**src/rtl/weight_type_table.sv**
```systemverilog
// weight_type_table: Wishbone-slave table of per-synapse weight-type codes,
// packed MSB-first into 32-bit words. One registered read port is shared by
// configuration reads, snooped synapse-window reads and the core lookup port.
// Optional macro WT_CLEAR_ON_RESET_EN: zero the whole table after reset release.
module weight_type_table #(
  parameter int          NUM_NEURONS    = 16,
  parameter int          SYN_PER_NEURON = 16,
  parameter int          WT_BITS        = 2,
  parameter logic [31:0] BASE_ADDR      = 32'h3000_3000,
  parameter logic [31:0] SYNAP_BASE     = 32'h3000_0000
) (
  input  logic                              wb_clk_i,
  input  logic                              wb_rst_i,
  input  logic                              wbs_cyc_i,
  input  logic                              wbs_stb_i,
  input  logic                              wbs_we_i,
  input  logic [3:0]                        wbs_sel_i,
  input  logic [31:0]                       wbs_adr_i,
  input  logic [31:0]                       wbs_dat_i,
  output logic                              wbs_ack_o,
  output logic [31:0]                       wbs_dat_o,
  output logic [WT_BITS-1:0]                weight_type_o,
  output logic                              weight_valid_o,
  input  logic                              lk_valid_i,
  input  logic [$clog2(NUM_NEURONS)-1:0]    lk_neuron_i,
  input  logic [$clog2(SYN_PER_NEURON)-1:0] lk_synapse_i,
  output logic                              lk_ready_o,
  output logic [WT_BITS-1:0]                lk_type_o,
  output logic                              lk_type_valid_o,
  output logic                              init_busy_o
);

  localparam int PER_WORD  = 32 / WT_BITS;
  localparam int ENTRIES   = NUM_NEURONS * SYN_PER_NEURON;
  localparam int TBL_WORDS = ENTRIES / PER_WORD;
  localparam int SLOT_W    = $clog2(PER_WORD);
  localparam int AW        = (TBL_WORDS > 1) ? $clog2(TBL_WORDS) : 1;
  localparam int SW        = $clog2(SYN_PER_NEURON);

  typedef enum logic [1:0] {
    ST_IDLE  = 2'd0,
    ST_ACK   = 2'd1,
    ST_CLEAR = 2'd2
  } state_t;

  function automatic logic [WT_BITS-1:0] pick_field(input logic [31:0]       word,
                                                    input logic [SLOT_W-1:0] slot);
    logic [31:0] sh;
    sh = word << (32'(slot) * WT_BITS);
    return sh[31 -: WT_BITS];
  endfunction

  state_t              state_q, state_d;
  logic                snp_armed;
  logic                init_busy;
  logic [31:0]         cfg_off, cfg_idx, snp_off, snp_idx, lk_e;
  logic                cfg_hit, snp_hit, bus_uses_port;
  logic [AW-1:0]       port_word;
  logic [SLOT_W-1:0]   port_slot;
  logic                wr_en;
  logic [AW-1:0]       wr_addr;
  logic [3:0]          wr_mask;
  logic [31:0]         wr_data;
  logic [31:0]         mem [TBL_WORDS];
  logic [31:0]         rd_data_p1;
  logic [SLOT_W-1:0]   slot_p1;
  logic                lk_vld_p1, snp_vld_p1;
  logic [WT_BITS-1:0]  fld_p1;
  logic [WT_BITS-1:0]  weight_hold, lk_hold;
`ifdef WT_CLEAR_ON_RESET_EN
  localparam logic [AW-1:0] LAST_WORD = AW'(TBL_WORDS - 1);
  logic [AW-1:0]       clr_cnt;
`endif

  // Stage p0: address decode, read-port arbitration, write request
  assign cfg_off = wbs_adr_i - BASE_ADDR;
  assign cfg_idx = cfg_off >> 2;
  assign snp_off = wbs_adr_i - SYNAP_BASE;
  assign snp_idx = snp_off >> 2;
  assign lk_e    = (32'(lk_neuron_i) << SW) | 32'(lk_synapse_i);

`ifdef WT_CLEAR_ON_RESET_EN
  assign init_busy = (state_q == ST_CLEAR);
`else
  assign init_busy = 1'b0;
`endif

  assign cfg_hit = wbs_cyc_i & wbs_stb_i & ~wbs_ack_o & (state_q == ST_IDLE)
                 & (cfg_idx < 32'(TBL_WORDS));
  assign snp_hit = wbs_cyc_i & wbs_stb_i & ~wbs_we_i & snp_armed & ~init_busy
                 & (snp_idx < 32'(ENTRIES));
  assign bus_uses_port = cfg_hit | snp_hit;
  assign lk_ready_o    = lk_valid_i & ~bus_uses_port & ~init_busy;

  always_comb begin
    port_word = AW'(lk_e >> SLOT_W);
    port_slot = lk_e[SLOT_W-1:0];
    if (cfg_hit) begin
      port_word = cfg_idx[AW-1:0];
      port_slot = '0;
    end else if (snp_hit) begin
      port_word = AW'(snp_idx >> SLOT_W);
      port_slot = snp_idx[SLOT_W-1:0];
    end
  end

  always_comb begin
    wr_en   = cfg_hit & wbs_we_i;
    wr_addr = port_word;
    wr_mask = wbs_sel_i;
    wr_data = wbs_dat_i;
`ifdef WT_CLEAR_ON_RESET_EN
    if (init_busy) begin
      wr_en   = 1'b1;
      wr_addr = clr_cnt;
      wr_mask = 4'hF;
      wr_data = '0;
    end
`endif
  end

  always_comb begin
    state_d = state_q;
    case (state_q)
      ST_IDLE: if (cfg_hit) state_d = ST_ACK;
      ST_ACK:  state_d = ST_IDLE;
`ifdef WT_CLEAR_ON_RESET_EN
      ST_CLEAR: if (clr_cnt == LAST_WORD) state_d = ST_IDLE;
`endif
      default: state_d = ST_IDLE;
    endcase
  end

  // Stage p1: table storage and the shared registered read port
  always_ff @(posedge wb_clk_i) begin
    if (wr_en) begin
      for (int b = 0; b < 4; b++) begin
        if (wr_mask[b]) mem[wr_addr][8*b +: 8] <= wr_data[8*b +: 8];
      end
    end
    rd_data_p1 <= mem[port_word];
    slot_p1    <= port_slot;
  end

  always_ff @(posedge wb_clk_i or posedge wb_rst_i) begin
    if (wb_rst_i) begin
`ifdef WT_CLEAR_ON_RESET_EN
      state_q <= ST_CLEAR;
      clr_cnt <= '0;
`else
      state_q <= ST_IDLE;
`endif
      snp_armed  <= 1'b1;
      lk_vld_p1  <= 1'b0;
      snp_vld_p1 <= 1'b0;
    end else begin
      state_q    <= state_d;
      lk_vld_p1  <= lk_valid_i & lk_ready_o;
      snp_vld_p1 <= snp_hit;
      if (!wbs_stb_i)   snp_armed <= 1'b1;
      else if (snp_hit) snp_armed <= 1'b0;
`ifdef WT_CLEAR_ON_RESET_EN
      if (init_busy) clr_cnt <= clr_cnt + 1'b1;
`endif
    end
  end

  // Stage p2: result presentation, holding the last code between updates
  assign fld_p1 = pick_field(rd_data_p1, slot_p1);

  always_ff @(posedge wb_clk_i or posedge wb_rst_i) begin
    if (wb_rst_i) begin
      weight_hold <= '0;
      lk_hold     <= '0;
    end else begin
      if (snp_vld_p1) weight_hold <= fld_p1;
      if (lk_vld_p1)  lk_hold     <= fld_p1;
    end
  end

  assign wbs_ack_o       = (state_q == ST_ACK);
  assign wbs_dat_o       = wbs_ack_o ? rd_data_p1 : 32'h0;
  assign weight_valid_o  = snp_vld_p1;
  assign weight_type_o   = snp_vld_p1 ? fld_p1 : weight_hold;
  assign lk_type_valid_o = lk_vld_p1;
  assign lk_type_o       = lk_vld_p1 ? fld_p1 : lk_hold;
  assign init_busy_o     = init_busy;

endmodule

```
**config.mk**
```make
export PLATFORM = sky130hd
export DESIGN_NAME = weight_type_table
export DESIGN_NICKNAME = d
export VERILOG_FILES = /design/src/rtl/weight_type_table.sv
export SDC_FILE = /design/constraint.sdc
export NUM_CORES = 1
export LEC_CHECK = 0
export ABC_AREA = 1
export ABC_CLOCK_PERIOD_IN_PS = 6640
export BUFFER_PORTS_ARGS = -buffer_cell sky130_fd_sc_hd__buf_4
export CORE_MARGIN = 2
export CORE_UTILIZATION = 50
export DETAILED_ROUTE_END_ITERATION = 12
export PLACE_DENSITY = 0.79
export SLEW_MARGIN = 20
export SYNTH_ARGS = -nofsm -noshare
export SYNTH_HDL_FRONTEND = slang
export SYNTH_SLANG_ARGS = --single-unit
export TNS_END_PERCENT = 20
```
**constraint.sdc**
```tcl
create_clock -name wb_clk_i -period 6.64 [get_ports wb_clk_i]
set_input_delay 0.996 -clock wb_clk_i [delete_from_list [all_inputs] [get_ports wb_clk_i]]
set_output_delay 0.996 -clock wb_clk_i [all_outputs]
set_load 0.03 [all_outputs]
```
# --- Yosys cells after proc, flatten, opt, wreduce, memory -nomap -nowiden ---
# Memory sizes are Yosys's and may differ from the RTL's. A register that Yosys moved wholly into a read port is not among the register bits.
# Cells that the tools add are included.
classes:
  n_lt_le_gt_ge: 2
  eq_ne: 3
  shifts: 1
  reduce_logical: 1
  bitwise: 15
  mux: 22
  n_addsub: 2
op_table:
  columns: ["op", "n"]
  rows:
  - ["32-bit by 30-bit subtractor with 32-bit output, second input constant", 2]
  - ["32-bit 2-to-1 mux", 1]
  - ["32-bit by 5-bit << shifter with 32-bit output", 1]
  - ["30-bit by 5-bit less-than comparator with 1-bit output, second input constant", 1]
  - ["30-bit by 9-bit less-than comparator with 1-bit output, second input constant", 1]
  - ["1-bit 2-to-1 mux", 14]
  - ["4-bit 2-to-1 mux", 3]
  - ["1-bit AND", 10]
  - ["2-bit 2-to-1 mux", 4]
  - ["8-bit by 4-bit OR with 8-bit output", 1]
  - ["1-bit NOT", 3]
  - ["2-bit by 1-bit == test with 1-bit output, second input constant", 1]
  - ["2-bit zero test", 1]
  - ["2-bit by 1-bit inequality test with 1-bit output, second input constant", 1]
  - ["2-bit inequality test, second input constant", 1]
  - ["1-bit OR", 1]
totals:
  out_inout_bits: 41
  inputBits: 82
  word_cells: 54
  n_memories: 1
  mem_bits_rw: 512
  register_bits: 13
mem_list:
  columns: ["name", "depth", "width", "rd", "rd_clocked_by_memory_dff", "wr", "line_no", "source"]
  rows:
  - ["mem", 16, 32, 1, 1, 1, "64", "logic [31:0] mem [TBL_WORDS];"]

# --- Longest topological paths before layout ---
# Gate-level depths: netlist (run 1).
depth:
  depth_word: 9
  depth_mapped: 22
  ltp_nobuf: 20

# --- Worst setup path after synthesis (run 1) ---
# OpenSTA, ideal clock, no wires.
synth_timing:
  path_kind: "input-to-reg"
  from: "input wbs_adr_i[14]"
  to: "memory mem[11][0], enable pin"
  slack_ns: 3.116
  path_buffers: 2
  t_arrival_ns: 3.154
  stages: 17
  cell_sequence: "nor2_4 > nand2_2 > nor2_2 > nand2_1 > nand2_1 > nand2_1 > nor2_1 > nand2_1 > nor2_2 > nand3_2 > nand2_1 > nand2_2 > buf_2 > buf_2 > nor2_1 > nand2_1 > nor2_1"
synth_between:
  elab_chain_cells: 6
  word_cells_on_any_way: 11
synth_lines:
  columns: ["element", "line_no", "source"]
  rows:
  - ["start: declaration", "18", "input logic [31:0] wbs_adr_i,"]
  - ["32-bit by 30-bit subtractor with 32-bit output", "76", "assign cfg_off = wbs_adr_i - BASE_ADDR;"]
  - ["30-bit by 5-bit less-than comparator with 1-bit output", "89", "& (cfg_idx < 32'(TBL_WORDS));"]
  - ["1-bit AND", "89", null]
  - ["1-bit AND", "108", "wr_en = cfg_hit & wbs_we_i;"]
  - ["1-bit 2-to-1 mux", "136", "if (wr_en) begin"]
  - ["1-bit 2-to-1 mux (not written as such)", "138", "if (wr_mask[b]) mem[wr_addr][8*b +: 8] <= wr_data[8*b +: 8];"]
  - ["end: declaration", "64", null]
# Parallel ways exist; a longest one is shown, timed or not.

# --- Worst setup path after layout (run 1) ---
layout_timing:
  from: "input wbs_adr_i[16]"
  to: "memory mem[2][28], enable pin"
# The elaborated chain is that of the path after synthesis.

==> flow_summary.rst, run 1 <==
.. list-table::
   :header-rows: 1

   * - Metric
     - Value
   * - Status
     - finished clean
   * - Number of antenna violations at the first check in global routing
     - 0
   * - Overall track demand over capacity in global routing
     - 0.234
   * - Yosys warning count
     - 0
   * - Final-layout setup total negative slack
     - 0 ps
   * - Via count normalized by instance count
     - 5.50
   * - Core occupancy in the finished layout
     - 0.569
   * - Area added between synthesis and finish
     - 12.0%
   * - Origin of the worst setup path
     - wbs_adr_i[16]
   * - Post-synthesis area per instance
     - 9.73 um2
   * - DR WL/cell
     - 18.4 um
   * - CTS tree
     - done
   * - Sequential-to-total area share from yosys stat
     - 0.671
   * - Synthesized-area fraction occupied by xor and xnor cells
     - 0
   * - First-pass GRT wire length
     - 91.4 mm
   * - Pwr Density
     - 266 nW/um2
   * - Flip-flop cell with the highest count after synthesis
     - sky130_fd_sc_hd__edfxtp_1
   * - Insertion delay to the later sink of the worst-skew pair
     - 600 ps
   * - Number of enable flip-flop cells after synthesis
     - 512
   * - Clock network power share
     - 0.405
   * - Shortest clock period the worst path allows after layout
     - 4860 ps
   * - Pleak
     - 11.6 nW
   * - DP Wirelength
     - 35.0 mm
   * - Final WL
     - 59.1 mm
   * - Std-Cell Core Area
     - 47800 um2
   * - FF-to-FF End
     - mem[2][28]
   * - Number of unique standard cell types used by synthesis
     - 36
   * - Starting DRT DRC Count
     - 1931
   * - Launching element type of the critical path
     - input pin
   * - Post-CTS sizing
     - 0
   * - Total vias in the final route
     - 17700
   * - Final-report setup violation count
     - 0
   * - Initial cell density of the core
     - 0.508
   * - Highest-utilization routing layer at the global route stage
     - met2
   * - Total number of placement rows
     - 80
   * - Worst Reg2Reg Path Length in Cells
     - 14
   * - Fraction of power spent switching nets
     - 0.217
   * - Die Height
     - 224 um
   * - Setup repair after global routing missed its margin
     - no
   * - Largest net degree at the start of global routing
     - 241
   * - Root buffer selected by CTS
     - sky130_fd_sc_hd__clkbuf_16
   * - Gate count after technology mapping
     - 2496
   * - Post-synthesis adder-cell area fraction
     - 0
   * - Fmax
     - 206 MHz
   * - Async SR Flop Fraction
     - 0.0144
   * - WP data arrival
     - 5090 ps
   * - Power Internal
     - 5.67 mW
   * - Filler Cells Inserted
     - 3796
   * - Overflow after GRT
     - 0
   * - Overall power of the completed layout
     - 7.24 mW
   * - Maxcap violations
     - 0
   * - Drt first pass iters
     - 6
   * - CTS sink count
     - 556
   * - Hold buffer count at CTS
     - 0
   * - Worst setup slack for register-to-register paths
     - 1970 ps
   * - Boundary pin count
     - 123
   * - X dimension of the die
     - 224 um
   * - Antenna diode instance count
     - 0
   * - Total of flip-flops plus latches after synthesis
     - 556
   * - Transition at the pin with the smallest max-transition slack
     - 1310 ps
   * - Data required, critical path
     - 6860 ps
   * - Logic gate share of total power
     - 0.062
   * - Power share of the sequential group
     - 0.533
   * - Slew headroom
     - 0.130
   * - Synthesized-area fraction occupied by ao, oa, aoi and oai cells
     - 0.0112
   * - Leading cell type in the layout, fill and taps excluded
     - sky130_fd_sc_hd__nand2_1
   * - Total CTS buffers
     - 54
   * - Port bufs
     - 119
   * - Layout Skew
     - 23.4 ps
   * - Commonest non-fill, non-tap cells in the layout
     - 1225 x sky130_fd_sc_hd__nand2_1, 512 x sky130_fd_sc_hd__edfxtp_1, 261 x sky130_fd_sc_hd__nand3_1
   * - Final antenna-violating net count
     - 0
   * - Placer's final routability congestion estimate
     - 0.847
   * - Drt drc
     - 0
   * - Pre-CTS setup slack
     - 1360 ps
   * - Final hold violation count
     - 0
   * - Sort of element at the end of the critical path
     - flop
   * - Period Utilization, post-route
     - 0.732
   * - Die area
     - 50300 um2
   * - Largest vdd supply drop
     - 0.211 mV
   * - Number of nets in the synthesized netlist
     - 2578
   * - Clock transition at the registers of the reported paths
     - 60 ps
   * - Largest fanout on the critical path
     - 36
   * - Clock buffer depth
     - 3
   * - H-tree levels
     - 2
   * - Power dissipated by switching net loads
     - 1.57 mW
   * - Synthesized area
     - 24300 um2
   * - Share of cell area taken by muxes after synthesis
     - 0.00330
   * - Type of the worst setup path
     - input pin to flop
   * - Reg-to-Reg Start
     - state_q[0]
   * - GR Layer Usage met3
     - 0.0639
   * - Global routing usage on met1
     - 0.299
   * - Post-layout worst setup margin
     - 1780 ps
   * - Fraction of layout cells with a size suffix above 1
     - 0.0908
   * - Setup bufs post-CTS
     - 0
   * - GR Util met2
     - 0.378
   * - Dominant combinational cell family by area after synthesis
     - simple AND/OR/NAND/NOR gates
   * - Final nets
     - 2637
   * - Synth Area in Simple Gates
     - 0.266
   * - Class of the tightest hold or removal check
     - input pin to async pin
   * - Pins over their slew limit
     - 0
   * - Number of global-route vias before repair
     - 17300
power groups by stage:
stage	logic [mW]	registers (mW)	clock network, mW
2_1_floorplan	0.261	3.93	0
3_3_place_gp	0.422	3.93	0
3_5_place_dp	0.437	3.93	0
4_1_cts	0.440	3.86	2.96
5_1_grt	0.493	3.86	3.09
6_report	0.447	3.86	2.93
synthesized netlist by cell type, drive strengths merged (2+ instances only):
library cell	n	area share
a21oi	9	0.0020
a31oi	4	0.0010
buf	90	0.019
clkbuf	49	0.0076
dfrtp	7	0.0072
dfxtp	36	0.030
edfxtp	512	0.63
inv	135	0.021
mux2i	8	0.0033
nand2	1228	0.19
nand3	262	0.054
nand4	4	0.0013
nor2	110	0.019
nor3	2	0.00041
nor4	3	0.00077
o211ai	8	0.0025
o21ai	23	0.0057
worst max path at each step:
stage                       to  slack (ps)  cells after the start
global placement    mem[2][28]        1420                     16
detailed placement  mem[2][28]        1360                     14
global route        mem[2][28]        1560                     14
floorplan           mem[11][0]        3120                     17
CTS                 mem[3][28]        1950                     14
finish              mem[2][28]        1780                     14
state kept, by name, indices dropped and copies added (netlist names):
register,count
mem,512
rd_data_p1,32
slot_p1,4
lk_hold,2
weight_hold,2
lk_type_valid_o,1
snp_armed,1
state_q,1
weight_valid_o,1
logic make-up (layout without fill, tap and decap cells):
family / count (synthesis) / in the layout
compound gates: 44 / 44
mux: 8 / 8
simple gates: 1612 / 1612
buf+inv: 275 / 377
flops: 556 / 556
other cells: 1 / 1
worst max-delay path, stage by stage:
cell and delay, ps:
sky130_fd_sc_hd__buf_4 110, sky130_fd_sc_hd__nor2_2 160, sky130_fd_sc_hd__nand2_1 110, sky130_fd_sc_hd__nor2_1 180, sky130_fd_sc_hd__inv_1 80, sky130_fd_sc_hd__o21ai_0 180, sky130_fd_sc_hd__nand2_1 90, sky130_fd_sc_hd__nor2_2 190
sky130_fd_sc_hd__nand3_2 360, sky130_fd_sc_hd__o21ai_2 510, sky130_fd_sc_hd__nand2_1 120, sky130_fd_sc_hd__inv_2 590, sky130_fd_sc_hd__nand2_1 540, sky130_fd_sc_hd__nor2_1 840
area by class of cell:
type	count	area (um2)	area share
flip-flops and latches	556	16300	0.599
multi-input cells	1665	6860	0.252
clock buffers	80	1520	0.0559
repair buffers	142	1080	0.0396
well taps	615	769	0.0283
inverters	136	513	0.0189
clock inverters	19	166	0.00612
per-stage QoR:
stage	instances	hold WS [ps]	cell area, um2
global placement	3114	527	25500
finish	3213	352	27200
floorplan	2496	495	24300
detailed placement	3114	536	25500
CTS	3213	341	27200
global route	3213	369	27200
layer usage:
layer / routed length, um / vias to the layer above
li1: - / 8268
met1: 22100 / 8272
met2: 27800 / 964
met3: 6850 / 158
met4: 2210 / 0
met5: 0 / -
Power figures use the tool's default switching activity.
==> run 2, diff against run 1 <==
--- a/config.mk
+++ b/config.mk
@@ -6,7 +6,7 @@
 export NUM_CORES = 1
 export LEC_CHECK = 0
 export ABC_AREA = 1
-export ABC_CLOCK_PERIOD_IN_PS = 6640
+export ABC_CLOCK_PERIOD_IN_PS = 4600
 export BUFFER_PORTS_ARGS = -buffer_cell sky130_fd_sc_hd__buf_4
 export CORE_MARGIN = 2
 export CORE_UTILIZATION = 50
==> constraint.sdc (replaced) <==
create_clock -name wb_clk_i -period 4.6 [get_ports wb_clk_i]
set_input_delay 0.69 -clock wb_clk_i [delete_from_list [all_inputs] [get_ports wb_clk_i]]
set_output_delay 0.69 -clock wb_clk_i [all_outputs]
set_load 0.03 [all_outputs]
==> flow_summary.rst, run 2 (synthesis gave the netlist of run 1 again) <==
.. list-table::
   :header-rows: 1

   * - Metric
     - Value
   * - Status
     - finished clean
   * - Type of the worst setup path
     - flop to output port
   * - Period Utilization, post-route
     - 0.834
   * - Largest net degree at the start of global routing
     - 163 (-32%)
   * - Leading cell type in the layout, fill and taps excluded
     - sky130_fd_sc_hd__nand2_1
   * - Clock transition at the registers of the reported paths
     - 60 ps (about the same)
   * - Initial cell density of the core
     - 0.508 (unchanged)
   * - Boundary pin count
     - 123 (unchanged)
   * - DR WL/cell
     - 18.7 um (+1.9%)
   * - Drt first pass iters
     - 6 (unchanged)
   * - Area of placed instances
     - 26000 um2 (+2.1%)
   * - Final antenna-violating net count
     - 0 (unchanged)
   * - Pins over their slew limit
     - 0 (unchanged)
   * - H-tree levels
     - 2 (unchanged)
   * - WP data arrival
     - 3150 ps (-1940 ps)
   * - Final nets
     - 2704 (+2.5%)
   * - Overflow after GRT
     - 0 (unchanged)
   * - Layout Skew
     - 16.5 ps (-6.92 ps)
   * - Port bufs
     - 119 (unchanged)
   * - Fmax
     - 261 MHz
   * - DP Wirelength
     - 36.3 mm (+3.7%)
   * - Overall track demand over capacity in global routing
     - 0.242 (+0.00792)
   * - First-pass GRT wire length
     - 93.7 mm (+2.5%)
   * - Global routing usage on met1
     - 0.326 (+0.0266)
   * - Final-layout setup total negative slack
     - 0 ps (unchanged)
   * - Clock buffer depth
     - 3 (unchanged)
   * - CTS tree
     - done
   * - Starting DRT DRC Count
     - 2132 (+10%)
   * - Number of antenna violations at the first check in global routing
     - 0 (unchanged)
   * - Setup repair after global routing missed its margin
     - no
   * - Pre-CTS setup slack
     - 590 ps (-769 ps)
   * - Total CTS buffers
     - 56 (+3.7%)
   * - Largest register by flop count
     - mem
   * - Pleak
     - 12.0 nW (+3.7%)
   * - Cell area after layout
     - 27800 um2 (+2.4%)
   * - Largest vdd supply drop
     - 0.342 mV (+62%)
   * - Final hold violation count
     - 0 (unchanged)
   * - Post-CTS sizing
     - 0 (unchanged)
   * - Post-layout worst setup margin
     - 763 ps (-1010 ps)
   * - Launching element type of the critical path
     - flop
   * - Total vias in the final route
     - 17900 (+1.2%)
   * - Antenna diode instance count
     - 0 (unchanged)
   * - Maxcap violations
     - 0 (unchanged)
   * - Final-report setup violation count
     - 0 (unchanged)
   * - CTS sink count
     - 556 (unchanged)
   * - Die Height
     - 224 um (unchanged)
   * - Transition at the pin with the smallest max-transition slack
     - 1070 ps (-233 ps)
   * - Setup bufs post-CTS
     - 0 (unchanged)
   * - Data required, critical path
     - 3910 ps (-2950 ps)
   * - GR Layer Usage met3
     - 0.0452 (-0.0187)
   * - Sort of element at the end of the critical path
     - output port
   * - Slew headroom
     - 0.285 (+0.156)
   * - Via count normalized by instance count
     - 5.45 (-0.91%)
   * - Insertion delay to the later sink of the worst-skew pair
     - 600 ps (about the same)
   * - Final WL
     - 61.4 mm (+4.0%)
   * - Highest-utilization routing layer at the global route stage
     - met2
   * - Total number of placement rows
     - 80 (unchanged)
   * - Number of global-route vias before repair
     - 17100 (-1.0%)
   * - Hold buffer count at CTS
     - 0 (unchanged)
   * - Std-Cell Core Area
     - 47800 um2 (unchanged)
   * - X dimension of the die
     - 224 um (unchanged)
   * - Biggest regs
     - mem (512), rd_data_p1 (32), slot_p1 (4)
   * - Shortest clock period the worst path allows after layout
     - 3840 ps
   * - Drt drc
     - 0 (unchanged)
   * - Fraction of layout cells with a size suffix above 1
     - 0.117 (+0.0258)
   * - GR Util met2
     - 0.396 (+0.0175)
   * - Overall power of the completed layout
     - 10.7 mW (+48%)
   * - Placer's final routability congestion estimate
     - 0.864 (+2.0%)
   * - Area added between synthesis and finish
     - 14.7%
   * - Class of the tightest hold or removal check
     - input pin to async pin
   * - Commonest non-fill, non-tap cells in the layout
     - 1225 x sky130_fd_sc_hd__nand2_1, 512 x sky130_fd_sc_hd__edfxtp_1, 261 x sky130_fd_sc_hd__nand3_1
   * - Flip-flop count of the largest register, all copies and words added
     - 512 (unchanged)
   * - Die area
     - 50300 um2 (unchanged)
   * - Largest fanout on the critical path
     - 19 (-47%)
   * - Root buffer selected by CTS
     - sky130_fd_sc_hd__clkbuf_16
   * - Pwr Density
     - 385 nW/um2 (+45%)
## run 2: cell count changes in the layout (fill, tap and decap cells not counted)
cell / before / now
sky130_fd_sc_hd__buf_4: 141 / 202
sky130_fd_sc_hd__clkbuf_1: 20 / 13
sky130_fd_sc_hd__clkinv_2: 5 / 12
sky130_fd_sc_hd__buf_12: 1 / 4
sky130_fd_sc_hd__bufinv_16: 3 / 6
sky130_fd_sc_hd__clkbuf_8: 5 / 2
sky130_fd_sc_hd__clkbuf_16: 55 / 57
sky130_fd_sc_hd__clkinvlp_4: 0 / 2
sky130_fd_sc_hd__buf_6: 0 / 1
sky130_fd_sc_hd__clkinv_4: 1 / 0
## run 2: final timing paths
kind                             from              to  slack [ps]  cells past startpoint
min in group wb_clk_i       wbs_stb_i       snp_armed         260                      2
min reg2reg                 snp_armed       snp_armed         540                      2
min                          wb_rst_i      lk_hold[0]          30                      2
max in group asynchronous    wb_rst_i       snp_armed        4290                      2
max reg2reg                 snp_armed  rd_data_p1[24]         990                     18
max                        slot_p1[0]    lk_type_o[1]         760                      5
## run 2: through the flow
step | instances | utilization | hold slack (ps)
after CTS | 3281 | 0.582 | 12.4
after global placement | 3179 | 0.544 | 528
final | 3281 | 0.582 | 33.1
after global routing | 3281 | 0.582 | 47.0
after floorplan | 2496 | - | 495
after detailed placement | 3179 | 0.544 | 534
## run 2: report_power, final
part | switching [mW] | internal, mW | total [mW]
Combinational | 0.463 | 0.190 | 0.653
Sequential | 0.0271 | 5.55 | 5.58
Clock | 1.85 | 2.63 | 4.48
Total | 2.34 | 8.37 | 10.7
## run 2: layer usage
metal  vias up  share of wire  wire [um]
met1      8347           0.39      23900
li1       8406              -          -
met3       130           0.11       6560
met2       988           0.47      29100
met4         0          0.031       1910
met5         -              0          0
## run 2: area by class of cell
class                      instances  area, um2
fill                            3820      20000
sequential                       556      16300
multi-input combinational       1665       6860
timing repair buffer             207       1610
clock buffer                      72       1500
tap                              615        769
inverter                         136        513
clock inverter                    30        298
## run 2: critical path, stage by stage (launching register included)
cell and delay, ps:
sky130_fd_sc_hd__dfxtp_1 1000, sky130_fd_sc_hd__mux2i_1 390, sky130_fd_sc_hd__o21ai_0 130, sky130_fd_sc_hd__o211ai_1 530
sky130_fd_sc_hd__a31oi_1 250, sky130_fd_sc_hd__buf_4 230
==> run 3, diff against run 2 <==
--- a/config.mk
+++ b/config.mk
@@ -6,7 +6,7 @@
 export NUM_CORES = 1
 export LEC_CHECK = 0
 export ABC_AREA = 1
-export ABC_CLOCK_PERIOD_IN_PS = 4600
+export ABC_CLOCK_PERIOD_IN_PS = 3770
 export BUFFER_PORTS_ARGS = -buffer_cell sky130_fd_sc_hd__buf_4
 export CORE_MARGIN = 2
 export CORE_UTILIZATION = 50
==> constraint.sdc (replaced) <==
create_clock -name wb_clk_i -period 3.77 [get_ports wb_clk_i]
set_input_delay 0.5655 -clock wb_clk_i [delete_from_list [all_inputs] [get_ports wb_clk_i]]
set_output_delay 0.5655 -clock wb_clk_i [all_outputs]
set_load 0.03 [all_outputs]
==> flow_summary.rst, run 3 (synthesis gave the netlist of run 1 again) <==
.. list-table::
   :header-rows: 1

   * - Metric
     - Value
   * - Status
     - finished clean
   * - Drt first pass iters
     - 5 (-1)
   * - Routed met3 length
     - 6.08 mm (-7.4%)
   * - WL met1
     - 22.9 mm (-4.3%)
   * - Launching element type of the critical path
     - flop
   * - Clock buffer depth
     - 3 (unchanged)
   * - Count of placed standard cells in the final layout, fillers left out
     - 3289 (+0.24%)
   * - DR WL/cell
     - 18.1 um (-3.5%)
   * - Die Height
     - 224 um (unchanged)
   * - Layout Skew
     - 10.4 ps (-6.12 ps)
   * - Total CTS buffers
     - 53 (-5.4%)
   * - Setup repair after global routing missed its margin
     - no
   * - Period Utilization, post-route
     - 0.930
   * - Transition at the pin with the smallest max-transition slack
     - 838 ps (-234 ps)
   * - Post-layout worst setup margin
     - 266 ps (-497 ps)
   * - Via count normalized by instance count
     - 5.41 (-0.75%)
   * - H-tree levels
     - 2 (unchanged)
   * - Data required, critical path
     - 3200 ps (-710 ps)
   * - Class of the tightest hold or removal check
     - input pin to flop
   * - Overall power of the completed layout
     - 12.6 mW (+18%)
   * - Boundary pin count
     - 123 (unchanged)
   * - Commonest non-fill, non-tap cells in the layout
     - 1225 x sky130_fd_sc_hd__nand2_1, 512 x sky130_fd_sc_hd__edfxtp_1, 261 x sky130_fd_sc_hd__nand3_1
   * - Min-delay src
     - wbs_stb_i
   * - Biggest regs
     - mem (512), rd_data_p1 (32), slot_p1 (4)
   * - Final antenna-violating net count
     - 0 (unchanged)
   * - Instance count after placement with tap cells included
     - 3189 (+0.31%)
   * - Maxcap violations
     - 0 (unchanged)
   * - First-pass GRT wire length
     - 92.3 mm (-1.5%)
   * - X dimension of the die
     - 224 um (unchanged)
   * - Pins over their slew limit
     - 0 (unchanged)
   * - Placer's final routability congestion estimate
     - 0.928 (+7.5%)
   * - Antenna diode instance count
     - 0 (unchanged)
   * - Total number of placement rows
     - 80 (unchanged)
   * - Overflow after GRT
     - 0 (unchanged)
   * - Number of antenna violations at the first check in global routing
     - 2 (+2)
   * - Leading cell type in the layout, fill and taps excluded
     - sky130_fd_sc_hd__nand2_1
   * - Overall track demand over capacity in global routing
     - 0.236 (-0.00620)
   * - Amount of wire on met2 after detailed routing
     - 28.6 mm (-1.6%)
   * - Hold buffer count at CTS
     - 1 (+1)
   * - Final WL
     - 59.4 mm (-3.3%)
   * - Port bufs
     - 119 (unchanged)
   * - Starting DRT DRC Count
     - 1949 (-8.6%)
   * - DP Wirelength
     - 36.8 mm (+1.2%)
   * - Area of placed instances
     - 26200 um2 (+0.53%)
   * - Post-CTS sizing
     - 0 (unchanged)
   * - Fmax
     - 285 MHz
   * - Largest vdd supply drop
     - 0.335 mV (-2.0%)
   * - Number of global-route vias before repair
     - 17500 (+2.2%)
   * - Initial cell density of the core
     - 0.508 (unchanged)
   * - Clock transition at the registers of the reported paths
     - 60 ps (about the same)
   * - Pre-CTS setup slack
     - -18.7 ps (-609 ps)
   * - Root buffer selected by CTS
     - sky130_fd_sc_hd__clkbuf_16
   * - Total vias in the final route
     - 17800 (-0.51%)
   * - Final hold violation count
     - 0 (unchanged)
   * - CTS sink count
     - 556 (unchanged)
   * - Insertion delay to the later sink of the worst-skew pair
     - 610 ps (about the same)
   * - Final nets
     - 2712 (+0.30%)
   * - Flip-flop count of the largest register, all copies and words added
     - 512 (unchanged)
   * - Sort of element at the end of the critical path
     - output port
   * - Pwr Density
     - 454 nW/um2 (+18%)
   * - WP data arrival
     - 2940 ps (-210 ps)
   * - Drt drc
     - 0 (unchanged)
   * - Post-route worst hold slack
     - 131 ps (+97.7 ps)
   * - Type of the worst setup path
     - flop to output port
   * - Shortest clock period the worst path allows after layout
     - 3500 ps
   * - CTS tree
     - done
   * - Largest fanout on the critical path
     - 14 (-5)
   * - Final-report setup violation count
     - 0 (unchanged)
   * - Largest net degree at the start of global routing
     - 132 (-19%)
   * - Die area
     - 50300 um2 (unchanged)
   * - Std-Cell Core Area
     - 47800 um2 (unchanged)
   * - Slew headroom
     - 0.440 (+0.155)
   * - Setup bufs post-CTS
     - 0 (unchanged)
   * - Origin of the worst setup path
     - slot_p1[0]
   * - Uppermost layer routed
     - met5
   * - Area added between synthesis and finish
     - 14.7% (about the same)
   * - Largest register by flop count
     - mem
   * - Reg-to-Reg Start
     - snp_armed
   * - Cell area after layout
     - 27900 um2 (about the same)
   * - Fraction of layout cells with a size suffix above 1
     - 0.117 (+0.000399)
   * - Pleak
     - 12.0 nW (about the same)
run 3: per-stage QoR:
| step | util | TNS, ps |
|---|---|---|
| finish | 0.582 | 0 |
| global route | 0.582 | 0 |
| CTS | 0.582 | 0 |
| detailed placement | 0.547 | -147 |
| global placement | 0.547 | 0 |
| floorplan | - | 0 |
run 3: routing by layer:
metal,GRT usage,up-vias
met5,0.00489,-
met4,0.0923,4
met3,0.0494,138
met2,0.392,939
met1,0.304,8283
li1,-,8416
run 3: final cells by class:
cell class	count	area, um2
Clock buffer	84	1600
Clock inverter	15	67.6
Fill cell	3811	20000
Inverter	136	513
Multi-Input combinational cell	1665	6860
Sequential cell	556	16300
Tap cell	615	769
Timing Repair Buffer	218	1750
run 3: path summary, 6_finish.rpt:
kind                            depth (start not counted)  slack, ps                to
max in group asynchronous                               3       3020         snp_armed
worst max register to register                         11        410         mem[3][3]
worst min register to register                          2        540         snp_armed
min in group asynchronous                               3        470    weight_hold[0]
worst min-delay path                                    2        130         snp_armed
worst max-delay path                                    5        270  weight_type_o[1]
run 3: report_power, final:
part | leakage, nW | internal [mW] | switching [mW]
Combinational | 6.23 | 0.243 | 0.554
Sequential | 5.00 | 6.77 | 0.0315
Clock | 0.816 | 2.88 | 2.16
Total | 12.0 | 9.90 | 2.75
run 3: worst max-delay path, stage by stage (launching register included):
cell	delay, ps
sky130_fd_sc_hd__dfxtp_1	860
sky130_fd_sc_hd__mux2i_1	340
sky130_fd_sc_hd__o21ai_0	110
sky130_fd_sc_hd__o211ai_1	530
sky130_fd_sc_hd__a31oi_1	260
sky130_fd_sc_hd__buf_4	230
